**src/rtl/mem_issue_queue_if.sv**
```systemverilog
// mem_issue_queue_if: dispatch, wakeup, issue and status signals of the memory issue queue.
//
// Signal groups:
//   dispatch : i_wr_en, i_uop, i_func, i_rd, i_rs1, i_rs2, i_imm, i_rdy1, i_rdy2
//   wakeup   : i_wk_val0/i_wk_tag0, i_wk_val1/i_wk_tag1
//   control  : i_stall, i_flush
//   issue    : o_valid, o_uop, o_func, o_rd, o_rs1, o_rs2, o_imm
//   status   : o_full, o_empty, o_count
// Modports: master drives the i_* side (dispatch/writeback/downstream), slave is the queue.
interface mem_issue_queue_if #(
    parameter int unsigned DEPTH_LOG = 3,
    parameter int unsigned WIDTH_REG = 7
);
    logic                 i_wr_en;
    logic [6:0]           i_uop;
    logic [9:0]           i_func;
    logic [WIDTH_REG-1:0] i_rd;
    logic [WIDTH_REG-1:0] i_rs1;
    logic [WIDTH_REG-1:0] i_rs2;
    logic [31:0]          i_imm;
    logic                 i_rdy1;
    logic                 i_rdy2;
    logic                 i_wk_val0;
    logic [WIDTH_REG-1:0] i_wk_tag0;
    logic                 i_wk_val1;
    logic [WIDTH_REG-1:0] i_wk_tag1;
    logic                 i_stall;
    logic                 i_flush;

    logic                 o_valid;
    logic [6:0]           o_uop;
    logic [9:0]           o_func;
    logic [WIDTH_REG-1:0] o_rd;
    logic [WIDTH_REG-1:0] o_rs1;
    logic [WIDTH_REG-1:0] o_rs2;
    logic [31:0]          o_imm;
    logic                 o_full;
    logic                 o_empty;
    logic [DEPTH_LOG:0]   o_count;

    modport master (
        output i_wr_en, i_uop, i_func, i_rd, i_rs1, i_rs2, i_imm, i_rdy1, i_rdy2,
        output i_wk_val0, i_wk_tag0, i_wk_val1, i_wk_tag1, i_stall, i_flush,
        input  o_valid, o_uop, o_func, o_rd, o_rs1, o_rs2, o_imm, o_full, o_empty, o_count
    );

    modport slave (
        input  i_wr_en, i_uop, i_func, i_rd, i_rs1, i_rs2, i_imm, i_rdy1, i_rdy2,
        input  i_wk_val0, i_wk_tag0, i_wk_val1, i_wk_tag1, i_stall, i_flush,
        output o_valid, o_uop, o_func, o_rd, o_rs1, o_rs2, o_imm, o_full, o_empty, o_count
    );
endinterface

```
**src/rtl/mem_issue_queue.sv**
```systemverilog
// mem_issue_queue: in-order issue queue for load/store uops feeding the memory execution unit.
//
// Holds dispatched uops in a circular buffer, tracks source readiness from two writeback
// wakeup ports and issues only the oldest entry, once both its sources are ready, into a
// registered output stage. A non-ready head blocks all younger entries.
//
// Ports:
//   i_clk   : clock
//   i_rst_n : asynchronous active-low reset
//   q       : mem_issue_queue_if.slave (dispatch, wakeup, stall/flush, issue, status)
//
// Optional build macro MEMQ_WAKEUP_BYPASS_EN: head readiness also sees the current-cycle
// wakeup matches, cutting wakeup-to-issue latency from 2 cycles to 1.
module mem_issue_queue #(
    parameter int unsigned DEPTH_LOG = 3,
    parameter int unsigned WIDTH_REG = 7
) (
    input logic             i_clk,
    input logic             i_rst_n,
    mem_issue_queue_if.slave q
);
    localparam int unsigned DEPTH    = 1 << DEPTH_LOG;
    localparam logic [6:0]  UOP_LOAD = 7'b0000011;

    typedef logic [DEPTH_LOG-1:0] ptr_t;
    typedef logic [WIDTH_REG-1:0] tag_t;

    // Entry state
    logic [DEPTH-1:0] valid_q;
    logic [DEPTH-1:0] rdy1_q;
    logic [DEPTH-1:0] rdy2_q;
    logic [6:0]       uop_q  [DEPTH];
    logic [9:0]       func_q [DEPTH];
    tag_t             rd_q   [DEPTH];
    tag_t             rs1_q  [DEPTH];
    tag_t             rs2_q  [DEPTH];
    logic [31:0]      imm_q  [DEPTH];

    ptr_t             head_q;
    ptr_t             tail_q;
    logic [DEPTH_LOG:0] count_q;

    // Issue register
    logic             o_valid_q;
    logic [6:0]       o_uop_q;
    logic [9:0]       o_func_q;
    tag_t             o_rd_q;
    tag_t             o_rs1_q;
    tag_t             o_rs2_q;
    logic [31:0]      o_imm_q;

    function automatic logic wake_hit(input tag_t tag, input logic v0, input tag_t t0,
                                      input logic v1, input tag_t t1);
        return (v0 && (t0 == tag)) || (v1 && (t1 == tag));
    endfunction

    logic full;
    logic push;
    logic pop;
    logic head_rdy1;
    logic head_rdy2;
    logic head_ready;
    logic disp_rdy1;
    logic disp_rdy2;

    assign full = (count_q == (DEPTH_LOG+1)'(DEPTH));

    always_comb begin
        head_rdy1 = rdy1_q[head_q];
        head_rdy2 = rdy2_q[head_q];
`ifdef MEMQ_WAKEUP_BYPASS_EN
        head_rdy1 = head_rdy1 | wake_hit(rs1_q[head_q], q.i_wk_val0, q.i_wk_tag0,
                                         q.i_wk_val1, q.i_wk_tag1);
        head_rdy2 = head_rdy2 | wake_hit(rs2_q[head_q], q.i_wk_val0, q.i_wk_tag0,
                                         q.i_wk_val1, q.i_wk_tag1);
`endif
        head_ready = valid_q[head_q] && head_rdy1 && head_rdy2;
    end

    // A full queue drops the dispatch even if the head pops this cycle.
    assign push = q.i_wr_en && !full;
    assign pop  = head_ready && (!o_valid_q || !q.i_stall);

    // x0 is always ready; loads never read rs2.
    assign disp_rdy1 = q.i_rdy1 || (q.i_rs1 == '0) ||
                       wake_hit(q.i_rs1, q.i_wk_val0, q.i_wk_tag0, q.i_wk_val1, q.i_wk_tag1);
    assign disp_rdy2 = (q.i_uop == UOP_LOAD) || q.i_rdy2 || (q.i_rs2 == '0) ||
                       wake_hit(q.i_rs2, q.i_wk_val0, q.i_wk_tag0, q.i_wk_val1, q.i_wk_tag1);

    // Payload storage needs no reset; valid_q qualifies it.
    always_ff @(posedge i_clk) begin
        if (push && !q.i_flush) begin
            uop_q[tail_q]  <= q.i_uop;
            func_q[tail_q] <= q.i_func;
            rd_q[tail_q]   <= q.i_rd;
            rs1_q[tail_q]  <= q.i_rs1;
            rs2_q[tail_q]  <= q.i_rs2;
            imm_q[tail_q]  <= q.i_imm;
        end
    end

    always_ff @(posedge i_clk or negedge i_rst_n) begin
        if (!i_rst_n) begin
            valid_q   <= '0;
            rdy1_q    <= '0;
            rdy2_q    <= '0;
            head_q    <= '0;
            tail_q    <= '0;
            count_q   <= '0;
            o_valid_q <= 1'b0;
            o_uop_q   <= '0;
            o_func_q  <= '0;
            o_rd_q    <= '0;
            o_rs1_q   <= '0;
            o_rs2_q   <= '0;
            o_imm_q   <= '0;
        end else if (q.i_flush) begin
            valid_q   <= '0;
            head_q    <= '0;
            tail_q    <= '0;
            count_q   <= '0;
            o_valid_q <= 1'b0;
        end else begin
            for (int i = 0; i < int'(DEPTH); i++) begin
                if (valid_q[i]) begin
                    if (wake_hit(rs1_q[i], q.i_wk_val0, q.i_wk_tag0, q.i_wk_val1, q.i_wk_tag1))
                        rdy1_q[i] <= 1'b1;
                    if (wake_hit(rs2_q[i], q.i_wk_val0, q.i_wk_tag0, q.i_wk_val1, q.i_wk_tag1))
                        rdy2_q[i] <= 1'b1;
                end
            end

            // Head and tail coincide only when empty (no pop) or full (no push).
            if (pop) begin
                valid_q[head_q] <= 1'b0;
                head_q          <= head_q + ptr_t'(1);
            end
            if (push) begin
                valid_q[tail_q] <= 1'b1;
                rdy1_q[tail_q]  <= disp_rdy1;
                rdy2_q[tail_q]  <= disp_rdy2;
                tail_q          <= tail_q + ptr_t'(1);
            end

            unique case ({push, pop})
                2'b10:   count_q <= count_q + 1'b1;
                2'b01:   count_q <= count_q - 1'b1;
                default: count_q <= count_q;
            endcase

            if (pop) begin
                o_valid_q <= 1'b1;
                o_uop_q   <= uop_q[head_q];
                o_func_q  <= func_q[head_q];
                o_rd_q    <= rd_q[head_q];
                o_rs1_q   <= rs1_q[head_q];
                o_rs2_q   <= rs2_q[head_q];
                o_imm_q   <= imm_q[head_q];
            end else if (!(o_valid_q && q.i_stall)) begin
                o_valid_q <= 1'b0;
            end
        end
    end

    assign q.o_valid = o_valid_q;
    assign q.o_uop   = o_uop_q;
    assign q.o_func  = o_func_q;
    assign q.o_rd    = o_rd_q;
    assign q.o_rs1   = o_rs1_q;
    assign q.o_rs2   = o_rs2_q;
    assign q.o_imm   = o_imm_q;
    assign q.o_full  = full;
    assign q.o_empty = (count_q == '0);
    assign q.o_count = count_q;
endmodule
```
**src/flat_wrapper.sv**
```systemverilog
// flat-port wrapper written by rule: the top's interface ports become plain ports
module mem_issue_queue_flat 
#(
    parameter int unsigned DEPTH_LOG = 3,
    parameter int unsigned WIDTH_REG = 7
)
  (i_clk, i_rst_n, q_i_wr_en, q_i_uop, q_i_func, q_i_rd, q_i_rs1, q_i_rs2, q_i_imm, q_i_rdy1, q_i_rdy2, q_i_wk_val0, q_i_wk_tag0, q_i_wk_val1, q_i_wk_tag1, q_i_stall, q_i_flush, q_o_valid, q_o_uop, q_o_func, q_o_rd, q_o_rs1, q_o_rs2, q_o_imm, q_o_full, q_o_empty, q_o_count);
  mem_issue_queue_if #(.DEPTH_LOG(DEPTH_LOG), .WIDTH_REG(WIDTH_REG)) q_i ();
  input logic i_clk;
  input logic i_rst_n;
  input wire logic [$bits(q_i.i_wr_en)-1:0] q_i_wr_en;
  input wire logic [$bits(q_i.i_uop)-1:0] q_i_uop;
  input wire logic [$bits(q_i.i_func)-1:0] q_i_func;
  input wire logic [$bits(q_i.i_rd)-1:0] q_i_rd;
  input wire logic [$bits(q_i.i_rs1)-1:0] q_i_rs1;
  input wire logic [$bits(q_i.i_rs2)-1:0] q_i_rs2;
  input wire logic [$bits(q_i.i_imm)-1:0] q_i_imm;
  input wire logic [$bits(q_i.i_rdy1)-1:0] q_i_rdy1;
  input wire logic [$bits(q_i.i_rdy2)-1:0] q_i_rdy2;
  input wire logic [$bits(q_i.i_wk_val0)-1:0] q_i_wk_val0;
  input wire logic [$bits(q_i.i_wk_tag0)-1:0] q_i_wk_tag0;
  input wire logic [$bits(q_i.i_wk_val1)-1:0] q_i_wk_val1;
  input wire logic [$bits(q_i.i_wk_tag1)-1:0] q_i_wk_tag1;
  input wire logic [$bits(q_i.i_stall)-1:0] q_i_stall;
  input wire logic [$bits(q_i.i_flush)-1:0] q_i_flush;
  output wire logic [$bits(q_i.o_valid)-1:0] q_o_valid;
  output wire logic [$bits(q_i.o_uop)-1:0] q_o_uop;
  output wire logic [$bits(q_i.o_func)-1:0] q_o_func;
  output wire logic [$bits(q_i.o_rd)-1:0] q_o_rd;
  output wire logic [$bits(q_i.o_rs1)-1:0] q_o_rs1;
  output wire logic [$bits(q_i.o_rs2)-1:0] q_o_rs2;
  output wire logic [$bits(q_i.o_imm)-1:0] q_o_imm;
  output wire logic [$bits(q_i.o_full)-1:0] q_o_full;
  output wire logic [$bits(q_i.o_empty)-1:0] q_o_empty;
  output wire logic [$bits(q_i.o_count)-1:0] q_o_count;
  assign q_i.i_wr_en = q_i_wr_en;
  assign q_i.i_uop = q_i_uop;
  assign q_i.i_func = q_i_func;
  assign q_i.i_rd = q_i_rd;
  assign q_i.i_rs1 = q_i_rs1;
  assign q_i.i_rs2 = q_i_rs2;
  assign q_i.i_imm = q_i_imm;
  assign q_i.i_rdy1 = q_i_rdy1;
  assign q_i.i_rdy2 = q_i_rdy2;
  assign q_i.i_wk_val0 = q_i_wk_val0;
  assign q_i.i_wk_tag0 = q_i_wk_tag0;
  assign q_i.i_wk_val1 = q_i_wk_val1;
  assign q_i.i_wk_tag1 = q_i_wk_tag1;
  assign q_i.i_stall = q_i_stall;
  assign q_i.i_flush = q_i_flush;
  assign q_o_valid = q_i.o_valid;
  assign q_o_uop = q_i.o_uop;
  assign q_o_func = q_i.o_func;
  assign q_o_rd = q_i.o_rd;
  assign q_o_rs1 = q_i.o_rs1;
  assign q_o_rs2 = q_i.o_rs2;
  assign q_o_imm = q_i.o_imm;
  assign q_o_full = q_i.o_full;
  assign q_o_empty = q_i.o_empty;
  assign q_o_count = q_i.o_count;
  mem_issue_queue #(.DEPTH_LOG(DEPTH_LOG), .WIDTH_REG(WIDTH_REG)) u_core (.i_clk(i_clk), .i_rst_n(i_rst_n), .q(q_i));
endmodule
```
**config.mk**
```make
export PLATFORM = sky130hd
export DESIGN_NAME = mem_issue_queue_flat
export DESIGN_NICKNAME = d
export VERILOG_FILES = /design/src/rtl/mem_issue_queue_if.sv /design/src/rtl/mem_issue_queue.sv /design/src/flat_wrapper.sv
export SDC_FILE = /design/constraint.sdc
export NUM_CORES = 1
export LEC_CHECK = 0
export CAP_MARGIN = 10
export CORE_ASPECT_RATIO = 0.9
export CORE_MARGIN = 10
export CORE_UTILIZATION = 50
export DETAILED_ROUTE_END_ITERATION = 6
export PLACE_DENSITY = 0.69
export SYNTH_ARGS = -nofsm -noshare
export SYNTH_HDL_FRONTEND = slang
export SYNTH_SLANG_ARGS = --single-unit
export TNS_END_PERCENT = 1
```
**constraint.sdc**
```tcl
create_clock -name i_clk -period 8.1 [get_ports i_clk]
set_clock_uncertainty 0.1 [all_clocks]
set_input_delay 2.43 -clock i_clk [delete_from_list [all_inputs] [get_ports i_clk]]
set_output_delay 2.43 -clock i_clk [all_outputs]
set_load 0.1 [all_outputs]
```
==> results_dict.tcl, run 1 <==
set metrics [dict create \
    worst-endpoint-arrival_ns 2.66 \
    cts_tree "done" \
    timing.critical_path.from_type "flop" \
    floorplan.die_area_um2 63960 \
    post-synth-top-area-cell "edfxtp_1" \
    ctsHtreeMaxLevel 3 \
    fin_crit_sh 0.6406 \
    detailed_place_hpwl_um 41670 \
    drt_pass1_iterations 7 \
    vdd.ir_drop.worst_mv 0.2515 \
    die_y_um 240.9 \
    startpoint "u_core.q.o_count[1]" \
    post-route-drc-count 0 \
    met2_wirelength_um 34500 \
    design.final.nets 1999 \
    fmax_mhz 192.7 \
    netlist_top_cells_count "560 x edfxtp_1, 146 x xnor2_1, 129 x a221oi_1, 129 x a22o_1, 111 x xor2_1" \
    power-per-cell-area_nw_per_um2 318.0 \
    globalRouteTotalUtil 0.2228 \
    first_global_vias 16970 \
    timing.hold.worst.class "flop to flop" \
    hp-start "u_core.q.o_rs1[2]" \
    leakagePower_uw 0.01059 \
    route.vias.total 16650 \
    global_route.overflow_total 0 \
    route.top_layer_used "met5" \
    clk_latency_ns 0.60 \
    io_buffer_count 169 \
    synth.lib_cells_used.distinct 52 \
    end_kind "output pin" \
    maxSlewHeadroom 0.1214 \
    initial_core_util 0.5082 \
    number_of_nets_in_the_synthesized_netlist 1840 \
    met3_length_um 5207 \
    drt_wl_total_um 71680 \
    routability_congestion 0.8893 \
    cts.sink_count 665 \
    yosys.area.top_type_share 0.6202 \
    worstMarginPinSlew_ns 1.314 \
    drt-met1-wl_um 30410 \
    final_cells 2655 \
    antenna_violating_nets_post_route 0 \
    number_of_clock_buffers_inserted_by_tritoncts 68 \
    drt-wirelength-per-cell_um 27.00 \
    critical_path_required_ns 5.57 \
    path_class "flop to output pin" \
    top_level_ports 170 \
    yosys_register_bits 665 \
    timing.setup.tns_ns 0 \
    post_drt_via_cell_ratio 6.270 \
    layout-area-overhead-vs-synth_pct 16.95 \
    max_slew_violation_count 0 \
    ctsResizeCount 0 \
    detailedRoute.firstIterationViolations 1758 \
    unrepaired_setup_endpoints_after_global_routing "false" \
    post_syn_area_um2 27110 \
    cts-root-buf "clkbuf_16" \
    reg2reg_from "u_core.head_q[2]" \
    slowest_delay_ns 1.13 \
    number_of_enable_type_register_cells_in_the_synthesized_netlist 560 \
    number_of_antenna_violations_at_the_first_check_in_global_routing 6 \
    numPlacedInstances 2529 \
    post_cts_buffers 0 \
    syn_inst 1743 \
    grt_pass1_wl_um 108100 \
    timing.critical_path.cells "nor3_1 > nand2_1 > inv_1 > clkdlybuf4s50_1" \
    floorplan_core_area_um2 53350 \
    drive_gt1_frac 0.08329 \
    synthArstFlopShare 0.1579 \
    avgSynthCellArea_um2 15.56 \
    dominantRegCellSynth "edfxtp_1" \
    layout_min_cycle_time_ns 5.189 \
    report.final.hold_viol_count 0 \
    crit_fanout 9 \
    worst_setup_hold_path_clk_slew_ns 0.06 \
    fp-row-count 80 \
    synthTopCellsByArea "edfxtp_1 62%, dfrtp_1 9.7%, xnor2_1 4.7%" \
    timing.max_cap.violations 0 \
    synth.yosys.seq_area_share 0.7171 \
    synth.most_common_cell "edfxtp_1" \
    crit_path_max_delay_cell_type "clkdlybuf4s50_1" \
    finalSetupViolations 0 \
    warnings_synthesis 0 \
    ctsLongestPathBuffers 3 \
    grt_max_degree 69 \
    post_cts_hold_buffer_count 0 \
    die_span_x_um 265.5 \
    run_status "complete, no violations" \
]
area by class of cell:
class / instances / area [um2]
diodes: 1 / 2.502
repair buffers: 206 / 1979
multi-input cells: 951 / 7204
inverters: 10 / 45.04
well taps: 697 / 872.1
clock inverters: 25 / 178.9
flip-flops and latches: 665 / 19440
clock buffers: 100 / 1984
fillers: 3937 / 21640
flip-flops by register name (all words and copies together), names as in the netlist, 10 cells and up:
register,flops
u_core.rd_q,56
u_core.rs2_q,56
u_core.q.o_imm,32
u_core.rs1_q,56
u_core.imm_q,256
u_core.func_q,80
u_core.q.o_func,10
u_core.uop_q,56
power breakdown:
group	switching (uW)	total [uW]	internal, uW
Combinational	2150	2880	729
Clock	1260	3000	1740
Sequential	206	4200	4000
Total	3620	10100	6470
critical path: cells and delay by family (launching register included):
kind | cells | cell delay, ns
buf+inv | 2 | 1.20
flops | 1 | 0.48
simple gates | 2 | 0.38
routing by layer:
metal,GRT usage,vias up
met3,0.04324,125
met5,0,-
li1,-,7243
met1,0.2990,8543
met2,0.3648,727
met4,0.06769,10
logic make-up after synthesis:
group	synth area share
DFF	0.7171
AOI/OAI and AO/OA	0.1182
xor gates and xnor gates	0.08384
and+or+nand+nor	0.04762
buffers and inverters	0.02003
muxes	0.01135
adders and majority gates	0.001846
path summary, 6_finish.rpt:
kind	end	slack (ns)	depth (start not counted)
max	q_o_full	2.91	4
min	u_core.q.o_rs1[2]	0.39	1
max reg2reg	u_core.q.o_count[1]	4.14	9
min reg2reg	u_core.q.o_rs1[2]	0.39	1
max in group asynchronous	u_core.q.o_rs1[0]	5.10	2
min in group asynchronous	u_core.q.o_uop[0]	1.68	1
per-stage QoR:
step	hold WS, ns	util	cell area (um2)	setup WS [ns]	total power [uW]
2_1_floorplan	0.4022	-	27120	1.487	6318
3_3_place_gp	0.3724	0.5538	29540	2.565	7124
3_5_place_dp	0.3833	0.5538	29540	2.545	7153
4_1_cts	0.3938	0.5943	31710	2.878	10140
5_1_grt	0.4072	0.5944	31710	2.813	10430
6_report	0.3887	0.5944	31710	2.911	10080
cell usage in the layout (no fill, tap or decap), drive strengths merged, types with 2 or more instances in the layout:
cell	count
nor3b	2
o21ai	23
dfrtp	105
and2	3
nand4b	2
o31ai	4
or4	2
o211ai	2
ha	4
clkinvlp	3
xnor2	146
a22o	129
nor2b	11
a222oi	3
edfxtp	560
clkdlybuf4s50	168
nand2	23
nand2b	3
mux4	2
clkinv	23
or4b	2
xor2	111
nor4	22
a22oi	16
nor2	100
mux2	4
nand3	6
nor3	11
mux2i	21
clkbuf	100
a31oi	63
inv	8
a21oi	25
o21a	9
a221oi	129
buf	38
nand4	63
a211oi	3
Power figures use the tool's default switching activity.
==> run 2: changes to the inputs <==
clock period = 4.8 ns   (was 8.1 ns; I/O delays follow)
==> run 2 against run 1 <==
Final cell count is 1.2% higher; non-clock buffer count is 37 higher; die area stayed put; first-iteration DRC count is 13% higher; critical endpoint is now q_o_count[1]; largest power group unchanged.
==> results_dict.tcl, run 2 (synthesis results as in run 1) <==
set metrics [dict create \
    initial_core_util 0.5082 \
    crit_fanout 9 \
    number_of_antenna_violations_at_the_first_check_in_global_routing 3 \
    largest_register_ff_count 256 \
    unrepaired_setup_endpoints_after_global_routing "false" \
    layout-area-overhead-vs-synth_pct 18.60 \
    worst_setup_hold_path_clk_slew_ns 0.06 \
    drive_gt1_frac 0.09899 \
    finalSetupViolations 0 \
    fill_cell_instance_count_of_the_final_layout 3928 \
    floorplan_core_area_um2 53350 \
    timing.hold.worst.class "flop to flop" \
    ctsHtreeMaxLevel 3 \
    detailed_place_hpwl_um 45450 \
    path_class "flop to output pin" \
    clk_latency_ns 0.61 \
    global_route.overflow_total 0 \
    layout_min_cycle_time_ns 3.867 \
    drt_wl_total_um 76640 \
    timing.critical_path.from_type "flop" \
    ctsLongestPathBuffers 3 \
    drt_pass1_iterations 6 \
    maxSlewHeadroom 0.3118 \
    post_drt_via_cell_ratio 6.400 \
    cts-root-buf "clkbuf_16" \
    design.final.nets 2034 \
    layout_common_cells "560 x edfxtp_1, 166 x clkdlybuf4s50_1, 146 x xnor2_1" \
    hold_slack_ns 0.3877 \
    die_span_x_um 265.5 \
    number_of_clock_buffers_inserted_by_tritoncts 66 \
    crit_path_max_delay_cell_type "clkdlybuf4s50_1" \
    fmax_mhz 258.6 \
    floorplan.die_area_um2 63960 \
    report.final.hold_viol_count 0 \
    globalRouteTotalUtil 0.2377 \
    detailedRoute.firstIterationViolations 1994 \
    final_cells 2688 \
    top_register "u_core.imm_q" \
    fin_crit_sh 0.8056 \
    path_buf_inv 1 \
    power-per-cell-area_nw_per_um2 527.5 \
    cts.sink_count 665 \
    numPlacedInstances 2566 \
    slowest_delay_ns 1.20 \
    largest_registers "u_core.imm_q x256, u_core.func_q x80" \
    post_cts_hold_buffer_count 0 \
    timing.max_cap.violations 0 \
    fp-row-count 80 \
    die_y_um 240.9 \
    worst_path_dominant_cell_family "buffers and inverters" \
    drt-wirelength-per-cell_um 28.51 \
    post-route-drc-count 0 \
    vdd.ir_drop.worst_mv 0.6283 \
    worstMarginPinSlew_ns 1.030 \
    grt_max_degree 82 \
    leakagePower_uw 0.01079 \
    timing.critical_path.cells "clkdlybuf4s50_1" \
    top_level_ports 170 \
    worst-r2r-setup-slack_ns 1.33 \
    worst-endpoint-arrival_ns 2.33 \
    route.vias.total 17200 \
    layout.cells.most_common "edfxtp_1" \
    ctsResizeCount 0 \
    grt_pass1_wl_um 113900 \
    end_kind "output pin" \
    critical_path_required_ns 3.26 \
    io_buffer_count 169 \
    cts_tree "done" \
    run_status "complete, no violations" \
    routability_congestion 0.9310 \
    first_global_vias 17230 \
    post_cts_buffers 0 \
    antenna_violating_nets_post_route 0 \
    max_slew_violation_count 0 \
]
==> run 2: cell types whose count changed in the layout (fill, tap and decap cells not counted), moves of 6 or more <==
cell	change
clkbuf_1	-6
clkbuf_8	-9
buf_4	+18
clkinv_1	+7
buf_12	+21
==> run 2: cell type report <==
| cell class | instances | area [um2] | share of cell area |
|---|---|---|---|
| flip-flops and latches | 665 | 19440 | 0.6046 |
| inverters | 10 | 45.04 | 0.001401 |
| multi-input cells | 951 | 7204 | 0.2240 |
| diodes | 1 | 2.502 | 0.00007782 |
| clock inverters | 38 | 287.8 | 0.008949 |
| clock buffers | 83 | 1788 | 0.05560 |
| repair buffers | 243 | 2515 | 0.07820 |
| well taps | 697 | 872.1 | 0.02712 |
==> run 2: where the power goes <==
| part | internal, uW | leakage, uW | switching [uW] |
|---|---|---|---|
| Combinational | 1260 | 0.00346 | 3630 |
| Sequential | 6740 | 0.00632 | 372 |
| Clock | 2780 | 0.00101 | 2180 |
| Total | 10800 | 0.0108 | 6180 |
==> run 2: metal layers <==
| metal | track usage | wire (um) | share of wire |
|---|---|---|---|
| met3 | 0.04406 | 6635 | 0.087 |
| met1 | 0.3268 | 31890 | 0.42 |
| met2 | 0.3805 | 36080 | 0.47 |
| met5 | 0 | 30 | 0.00039 |
| met4 | 0.07430 | 2006 | 0.026 |
==> run 2: through the flow <==
stage / setup slack [ns] / cell area, um2 / total power (uW) / setup TNS (ns) / util
after floorplan: -0.6879 / 27120 / 10660 / -35.80 / -
after global placement: 0.8231 / 30080 / 12080 / 0 / 0.5638
after detailed placement: 0.7894 / 30080 / 12130 / 0 / 0.5638
after CTS: 0.9045 / 32160 / 17060 / 0 / 0.6027
final: 0.9329 / 32160 / 16960 / 0 / 0.6028
after global routing: 0.8606 / 32160 / 17530 / 0 / 0.6027
==> run 2: path summary, 6_finish.rpt <==
check	end	startpoint	cells past startpoint
worst min-delay path	u_core.q.o_rs2[3]	u_core.q.o_rs2[3]	1
max in group asynchronous	u_core.q.o_imm[16]	i_rst_n	2
worst max-delay path	q_o_count[1]	u_core.q.o_count[1]	1
worst min register to register	u_core.q.o_rs2[3]	u_core.q.o_rs2[3]	1
min in group asynchronous	u_core.q.o_rs2[0]	i_rst_n	1
worst max register to register	u_core.q.o_count[3]	u_core.head_q[2]	10
==> run 3: changes to the inputs <==
clock period = 3.6 ns   (was 4.8 ns; I/O delays follow)
==> run 3 against run 2 <==
Total power rose by 35%; cell area increased by 1.5%; first-iteration DRC count down 3.8%; sequential share of layout area decreased by 0.89 points; worst setup slack got worse by 0.52 ns; die area stayed put; combinational power grew 32%; global-route usage fell by 0.23 points; hold slack gained 0.0091 ns; via count up 0.60%; clock power increased by 39%.
==> results_dict.tcl, run 3 (synthesis results as in run 1) <==
set metrics [dict create \
    run_status "complete, no violations" \
    finished_core_util 0.6118 \
    floorplan_core_area_um2 53350 \
    detailedRoute.firstIterationViolations 1919 \
    post-route-drc-count 0 \
    first_global_vias 17340 \
    path_class "flop to flop" \
    timing.critical_path.cells "mux4_1 > mux2i_1 > or3_1 > nor2_1 > xor2_1 > ha_1 > or4b_2 > nand4_1" \
    power.share.switching 0.3587 \
    fill_cell_instance_count_of_the_final_layout 3852 \
    floorplan.die_area_um2 63960 \
    post_cts_hold_buffer_count 0 \
    share_of_total_power_in_sequential_cells 0.416 \
    grt_pass1_wl_um 112600 \
    global_route.overflow_total 0 \
    unrepaired_setup_endpoints_after_global_routing "false" \
    drt_pass1_iterations 5 \
    number_of_clock_buffers_inserted_by_tritoncts 68 \
    cts-root-buf "clkbuf_16" \
    worst_path_dominant_cell_family "multiplexers" \
    post_cts_buffers 0 \
    die_y_um 240.9 \
    ctsHtreeMaxLevel 3 \
    timing.critical_path.from_type "flop" \
    post_drt_via_cell_ratio 6.313 \
    io_buffer_count 169 \
    end_kind "flop" \
    maxSlewHeadroom 0.3708 \
    routability_congestion 0.9339 \
    clk_latency_ns 0.60 \
    top_level_ports 170 \
    fmax_mhz 313.7 \
    report.final.hold_viol_count 0 \
    worst-endpoint-arrival_ns 3.60 \
    crit_fanout 9 \
    finalSetupViolations 0 \
    fp-row-count 80 \
    design.final.nets 2084 \
    timing.max_cap.violations 0 \
    power.clock.fraction 0.301 \
    route.vias.total 17310 \
    drive_gt1_frac 0.1574 \
    path_buf_inv 0 \
    leakagePower_uw 0.01120 \
    final_cells 2741 \
    cts.sink_count 665 \
    drt_wl_total_um 76270 \
    ctsResizeCount 0 \
    ctsLongestPathBuffers 3 \
    area_of_combinational_cells_with_multiple_inputs_um2 7211 \
    critical_path_required_ns 4.02 \
    vdd.ir_drop.worst_mv 0.7054 \
    layout-area-overhead-vs-synth_pct 20.39 \
    detailed_place_hpwl_um 46730 \
    numPlacedInstances 2614 \
    largest_register_ff_count 256 \
    worst_setup_hold_path_clk_slew_ns 0.06 \
    grt_max_degree 97 \
    layout.cells.most_common "edfxtp_1" \
    layout_min_cycle_time_ns 3.188 \
    p_int_uw 14640 \
    layout_common_cells "560 x edfxtp_1, 163 x buf_4, 146 x xnor2_1" \
    slowest_delay_ns 0.62 \
    number_of_antenna_violations_at_the_first_check_in_global_routing 2 \
    antenna_violating_nets_post_route 0 \
    timing.hold.worst.class "flop to flop" \
    sequential_cell_area_um2 19440 \
    max_slew_violation_count 0 \
    crit_path_max_delay_cell_type "mux4_1" \
    initial_core_util 0.5082 \
    largest_registers "u_core.imm_q x256, u_core.func_q x80" \
    die_span_x_um 265.5 \
    globalRouteTotalUtil 0.2354 \
    switching_power_uw 8188 \
    hold_slack_ns 0.3968 \
    top_register "u_core.imm_q" \
    fin_crit_sh 0.8855 \
    drt-wirelength-per-cell_um 27.82 \
    comb_pwr_share 0.283 \
    cts_tree "done" \
    worstMarginPinSlew_ns 0.9438 \
    power-per-cell-area_nw_per_um2 699.3 \
]
==> run 3: changes by cell type in the layout (fill, tap and decap cells not counted), moves of 3 or more <==
cell	before	now
clkinv_8	3	0
buf_4	55	163
buf_12	22	37
clkbuf_1	12	16
clkdlybuf4s50_1	166	91
diode_2	1	5
clkbuf_8	3	7
clkbuf_16	68	71
clkinv_2	19	14
==> run 3: area by class of cell <==
| class | instances | share of cell area |
|---|---|---|
| diodes | 5 | 0.0003833 |
| clock buffers | 94 | 0.05922 |
| clock inverters | 28 | 0.007398 |
| inverters | 10 | 0.001610 |
| multi-input cells | 951 | 0.2209 |
| flip-flops and latches | 665 | 0.5957 |
| well taps | 697 | 0.02672 |
| repair buffers | 291 | 0.08808 |
==> run 3: final timing paths <==
path,from,depth (start not counted),slack [ns],end
max reg2reg,u_core.head_q[0],8,0.41,u_core.q.o_count[1]
min reg2reg,u_core.q.o_rs1[2],1,0.40,u_core.q.o_rs1[2]
min,u_core.q.o_rs1[2],1,0.40,u_core.q.o_rs1[2]
min in group asynchronous,i_rst_n,1,0.42,u_core.q.o_uop[5]
max in group asynchronous,i_rst_n,2,2.14,u_core.q.o_func[3]
max,u_core.head_q[0],8,0.41,u_core.q.o_count[1]
==> run 3: power groups by stage <==
stage	clock, uW	sequential [uW]	combinational, uW
CTS	6970	9480	6510
finish	6870	9490	6470
global placement	0	9610	6430
global route	7300	9540	6770
detailed placement	0	9630	6500
floorplan	0	12500	1720
==> run 3: layer usage <==
layer	vias up	track usage	routed length (um)
met5	-	0	0
met4	0	0.07326	2153
met3	152	0.04843	6324
met2	857	0.3763	36050
met1	8888	0.3212	31740
li1	7408	-	-
==> run 3: per-stage QoR <==
stage	total power (uW)	area (um2)	TNS, ns	worst slack (ns)
after floorplan	14230	27170	-57.22	-0.2478
after global placement	16040	30460	-0.03190	-0.01437
after detailed placement	16140	30460	-0.03687	-0.01455
after CTS	22960	32630	0	0.4093
after global routing	23610	32640	0	0.2325
final	22830	32640	0	0.4123
